### config.mk
export PLATFORM = sky130hd
export DESIGN_NAME = serial_paralelo_phy_rx
export DESIGN_NICKNAME = d
export VERILOG_FILES = /design/src/rtl/serial_paralelo_phy_rx.sv
export SDC_FILE = /design/constraint.sdc
export NUM_CORES = 1
export LEC_CHECK = 0
export BUFFER_PORTS_ARGS = -buffer_cell sky130_fd_sc_hd__buf_2
export CORE_ASPECT_RATIO = 0.7
export CORE_UTILIZATION = 35
export CTS_CLUSTER_SIZE = 12
export DETAILED_ROUTE_END_ITERATION = 12
export PLACE_DENSITY_LB_ADDON = 0.3
export SKIP_CTS_REPAIR_TIMING = 1
export SLEW_MARGIN = 10
export SYNTH_ARGS = -nofsm -noshare
export SYNTH_HDL_FRONTEND = slang
export SYNTH_SLANG_ARGS = --single-unit
### constraint.sdc
create_clock -name clk_32f -period 1.9 [get_ports clk_32f]
set_input_delay 0.19 -clock clk_32f [delete_from_list [all_inputs] [get_ports clk_32f]]
set_output_delay 0.19 -clock clk_32f [all_outputs]
set_load 0.02 [all_outputs]
### src/rtl/serial_paralelo_phy_rx.sv
// serial_paralelo_phy_rx: serial-to-parallel receive PHY.
// Shifts in one bit per clk_32f edge (MSB of each byte first), finds byte
// alignment on the COM character, requires COM_NEEDED consecutive aligned
// COMs before declaring the link active, then emits payload bytes (anything
// other than COM/IDL) with a one-cycle valid_out strobe.
//
// Handshake: valid_out is a pure one-cycle strobe with no back-pressure.
// When valid_out is high, data_out holds a payload byte for that cycle only.
// data_out itself keeps the last aligned byte (including COM/IDL) until the
// next byte boundary.
//
// Optional feature: define SYNC_LOSS_EN to drop back to HUNT after LOSS_BYTES
// consecutive aligned bytes in ACTIVE without a COM. Without the macro, ACTIVE
// persists until reset and no loss counter exists.
module serial_paralelo_phy_rx #(
    parameter logic [7:0] COM        = 8'hBC,
    parameter logic [7:0] IDL        = 8'h7C,
    parameter int         COM_NEEDED = 4,
    parameter int         LOSS_BYTES = 32
) (
    input  logic       clk_32f,
    input  logic       reset,
    input  logic       data_in,
    output logic [7:0] data_out,
    output logic       valid_out,
    output logic       active
);

    localparam int CW = (COM_NEEDED < 2) ? 1 : $clog2(COM_NEEDED + 1);

    typedef enum logic [1:0] {
        HUNT   = 2'd0,
        SYNC   = 2'd1,
        ACTIVE = 2'd2
    } state_t;

    state_t          state;
    state_t          state_nx;
    logic [7:0]      sr;
    logic [2:0]      bit_cnt;
    logic [2:0]      bit_cnt_nx;
    logic [CW-1:0]   com_cnt;
    logic [CW-1:0]   com_cnt_nx;
    logic [7:0]      data_nx;
    logic            valid_nx;

    // The byte that completes on this edge: seven stored bits plus the live bit.
    logic [7:0]      window;
    logic            is_com;
    logic            is_idl;
    logic            boundary;

    assign window   = {sr[6:0], data_in};
    assign is_com   = (window == COM);
    assign is_idl   = (window == IDL);
    assign boundary = (state != HUNT) && (bit_cnt == 3'd7);

`ifdef SYNC_LOSS_EN
    localparam int LW = (LOSS_BYTES < 2) ? 1 : $clog2(LOSS_BYTES + 1);
    logic [LW-1:0]   loss_cnt;
    logic [LW-1:0]   loss_cnt_nx;
`endif

    // Next-state and next-output decode; defaults hold state and drop the strobe.
    always_comb begin
        state_nx   = state;
        bit_cnt_nx = bit_cnt;
        com_cnt_nx = com_cnt;
        data_nx    = data_out;
        valid_nx   = 1'b0;
`ifdef SYNC_LOSS_EN
        loss_cnt_nx = loss_cnt;
`endif
        case (state)
            HUNT: begin
                // Bit-level search: any edge whose window equals COM sets alignment.
                if (is_com) begin
                    state_nx   = SYNC;
                    bit_cnt_nx = 3'd0;
                    com_cnt_nx = CW'(1);
                end
            end
            SYNC: begin
                bit_cnt_nx = bit_cnt + 3'd1;
                if (boundary) begin
                    data_nx = window;
                    if (is_com) begin
                        if (com_cnt == CW'(COM_NEEDED - 1)) begin
                            state_nx = ACTIVE;
                        end else begin
                            com_cnt_nx = com_cnt + CW'(1);
                        end
                    end else begin
                        state_nx   = HUNT;
                        com_cnt_nx = '0;
                    end
                end
            end
            ACTIVE: begin
                bit_cnt_nx = bit_cnt + 3'd1;
                if (boundary) begin
                    data_nx  = window;
                    valid_nx = !is_com && !is_idl;
`ifdef SYNC_LOSS_EN
                    if (is_com) begin
                        loss_cnt_nx = '0;
                    end else if (loss_cnt == LW'(LOSS_BYTES - 1)) begin
                        state_nx    = HUNT;
                        com_cnt_nx  = '0;
                        bit_cnt_nx  = 3'd0;
                        loss_cnt_nx = '0;
                    end else begin
                        loss_cnt_nx = loss_cnt + LW'(1);
                    end
`endif
                end
            end
            default: begin
                state_nx   = HUNT;
                com_cnt_nx = '0;
                bit_cnt_nx = 3'd0;
            end
        endcase
    end

    // State, shift register and output registers; reset overrides every event.
    always_ff @(posedge clk_32f) begin
        if (reset) begin
            state     <= HUNT;
            sr        <= 8'h00;
            bit_cnt   <= 3'd0;
            com_cnt   <= '0;
            data_out  <= 8'h00;
            valid_out <= 1'b0;
        end else begin
            state     <= state_nx;
            sr        <= window;
            bit_cnt   <= bit_cnt_nx;
            com_cnt   <= com_cnt_nx;
            data_out  <= data_nx;
            valid_out <= valid_nx;
        end
    end

`ifdef SYNC_LOSS_EN
    // Aligned bytes seen in ACTIVE since the last COM.
    always_ff @(posedge clk_32f) begin
        if (reset) begin
            loss_cnt <= '0;
        end else begin
            loss_cnt <= loss_cnt_nx;
        end
    end
`endif

    assign active = (state == ACTIVE);

endmodule

==> impl_metrics.py <==
metrics = {
    "worst_setup_path": {
        "arrival_ns": 1.87,
        "crit_type": "flop to flop",
        "path_max_fanout": 4,
        "crit_end": "com_cnt[2]$_SDFFE_PP0P_",
        "r2r_setup_slack_ns": 0.21,
        "required_ns": 2.08,
        "worstSetupEndpointType": "flop",
        "rr_endpoint": "com_cnt[2]$_SDFFE_PP0P_",
        "reg2reg_depth": 6,
        "crit_start": "com_cnt[0]$_SDFFE_PP0P_",
        "worstReg2RegStart": "com_cnt[0]$_SDFFE_PP0P_",
        "setup.worst_path.start_class": "flop",
    },
    "timing": {
        "grt_setup_unrepaired": "no",
        "worst_pin_slew_ns": 0.438,
        "fin_skew_ns": 0.00173,
        "hold_violations": 0,
        "fmax_mhz": 593,
        "finalSetupViolations": 0,
        "slew_violations": 0,
        "max-slew-margin-rel": 0.708,
        "finalCriticalPeriod_ns": 1.69,
        "final.setup.tns_ns": 0,
        "fin_crit_sh": 0.888,
    },
    "floorplanning": {
        "initial_core_util": 0.372,
        "io_pins": 13,
        "dieArea_um2": 3250,
        "die_w_um": 67.7,
        "num_rows": 16,
        "coreArea_um2": 2840,
        "die_h_um": 48.0,
    },
    "logic_synthesis": {
        "netlist.area_leader.share": 0.454,
        "avgSynthCellArea_um2": 9.89,
        "syn_area_um2": 1060,
        "synthesis.nets": 117,
        "yosysWarnings": 0,
        "synth_flop_cell": "dfxtp_1",
        "synth_area_leader_cell": "dfxtp_1",
        "asyncSetResetFlopFracSynth": 0,
        "synth_cells": 107,
        "yosysSeqAreaShare": 0.454,
        "ys_top_cells_by_area": "dfxtp_1 45%, mux2i_1 8.5%, ha_1 8.3%, nor2b_1 4.7%, nor2_1 4.3%",
        "synthTopCellsByCount": "24 x dfxtp_1, 12 x nor2_1, 9 x mux2i_1, 8 x inv_1, 8 x nor2b_1",
        "synth-edff-count": 0,
        "yosysMostFrequentCell": "dfxtp_1",
        "ys_types": 30,
        "synth-seq-cells": 24,
    },
    "power_and_ir_drop": {
        "powerDensity_nw_per_um2": 673,
        "ir_drop_mv": 0.297,
        "power_leakage_nw": 0.541,
    },
    "grt": {
        "grt-ovfl-total": 0,
        "grt_max_degree": 26,
        "track_usage": 0.122,
        "grt_pass1_wl_um": 2950,
        "grt_pass1_vias": 679,
        "antenna_found_initial": 0,
    },
    "cells_and_area": {
        "drive_gt1_frac": 0.174,
        "post-route-cell-area_um2": 1200,
        "final_nets": 133,
        "syn2layout_area_growth_pct": 13.8,
        "diodes": 0,
    },
    "detailed_routing": {
        "wl_per_cell_um": 11.8,
        "vias": 788,
        "ant_nets": 0,
        "dr.pass1.iters": 4,
        "drt_wl_total_um": 1860,
        "drc": 0,
        "drt_iter0_markers": 55,
        "viasPerCell": 5.02,
    },
    "placement": {
        "gp_congestion": 0.818,
        "hpwl_um": 1420,
        "io_buffers": 12,
        "placed_area_um2": 1160,
    },
    "cts": {
        "tritoncts": "yes",
        "cts_buffers": 3,
        "clk_pin_slew_worst_paths_ns": 0.08,
        "clk_latency_ns": 0.26,
        "cts.sinks": 24,
        "htree_num_levels": 1,
        "cts_buffer_depth": 2,
        "root_buffer": "clkbuf_8",
    },
    "outcome": {
        "status": "finished clean",
    },
    "min_path": {
        "hold_path.class": "primary input to flop",
    },
    "flow_run": {
        "drv_cap": 0,
    },
}
==> sequential cells by signal (all words and copies together), names as in the netlist <==
| signal | flops |
|---|---|
| data_out | 8 |
| sr | 7 |
| state | 2 |
| bit_cnt | 3 |
| valid_out | 1 |
| com_cnt | 3 |
==> layer usage <==
layer | wire length (µm) | up-vias | global-route usage | share of wire
met4 | 0 | 0 | 0.0170 | 0
met3 | 65 | 0 | 0.0381 | 0.035
met1 | 1010 | 369 | 0.173 | 0.54
met5 | 0 | - | 0 | 0
li1 | - | 402 | - | -
met2 | 783 | 17 | 0.186 | 0.42
==> logic make-up (layout without fill, tap and decap cells) <==
logic type | Yosys count | count (layout) | synth area share
AO/OA/AOI/OAI | 15 | 15 | 0.104
XOR/XNOR | 1 | 1 | 0.00828
multiplexers | 9 | 9 | 0.0851
flip-flops | 24 | 24 | 0.454
buffers and inverters | 10 | 24 | 0.0355
adder cells (fa/ha/maj) | 7 | 7 | 0.0827
AND/OR/NAND/NOR | 41 | 41 | 0.231
==> through the flow <==
step	worst slack [ns]	hold WS, ns	util	instances	total power, mW
5_1_grt	0.119	0.177	0.424	157	0.847
3_3_place_gp	0.349	0.435	0.409	154	0.537
3_5_place_dp	0.248	0.446	0.409	154	0.538
2_1_floorplan	0.410	0.262	-	107	0.532
6_report	0.214	0.173	0.424	157	0.811
4_1_cts	0.231	0.175	0.424	157	0.826
==> worst max-delay path: stages (launching register included) <==
cell and delay (ns):
dfxtp_1 0.37, ha_1 0.17, ha_1 0.23, inv_1 0.09, o311a_1 0.36, o31a_1 0.25, o22ai_1 0.15
==> power by group <==
| part | leakage (nW) | internal, mW | switching (mW) |
|---|---|---|---|
| clock network | 0.0216 | 0.141 | 0.145 |
| logic | 0.326 | 0.00690 | 0.00961 |
| registers | 0.194 | 0.506 | 0.00316 |
| total | 0.541 | 0.654 | 0.157 |
==> worst min path at each step <==
| stage | start | endpoint | slack (ns) | depth (start not counted) |
|---|---|---|---|---|
| floorplan | reset | sr[6]$_SDFF_PP0_ | 0.26 | 1 |
| global placement | data_in | sr[0]$_SDFF_PP0_ | 0.44 | 2 |
| detailed placement | data_in | sr[0]$_SDFF_PP0_ | 0.45 | 2 |
| CTS | data_in | sr[0]$_SDFF_PP0_ | 0.17 | 2 |
| global route | data_in | sr[0]$_SDFF_PP0_ | 0.18 | 2 |
| finish | data_in | sr[0]$_SDFF_PP0_ | 0.17 | 2 |
==> area by class of cell <==
cell class	count	area (µm²)
Fill cell	295	1640
Timing Repair Buffer	13	67.6
Multi-Input combinational cell	73	541
Clock buffer	3	41.3
Sequential cell	24	480
Inverter	8	30.0
Tap cell	36	45.0
==> layout by cell type (no fill, tap or decap) <==
master	instances
a211oi_2	1
a21boi_0	1
a21o_1	1
a21oi_1	2
a221oi_1	1
a311oi_1	1
a31oi_1	2
and2_1	1
buf_2	12
buf_4	1
clkbuf_8	3
dfxtp_1	24
ha_1	7
inv_1	8
mux2i_1	9
nand2_1	2
nand2b_1	3
nand3_1	7
nand4b_2	1
nand4bb_4	1
nor2_1	12
nor2b_1	8
nor3_1	2
nor3_2	1
nor4_1	1
o21ai_0	1
o22ai_1	3
o311a_1	1
o31a_1	1
or2_2	1
or3_1	1
xnor2_1	1
(Power assumes the default switching activity.)
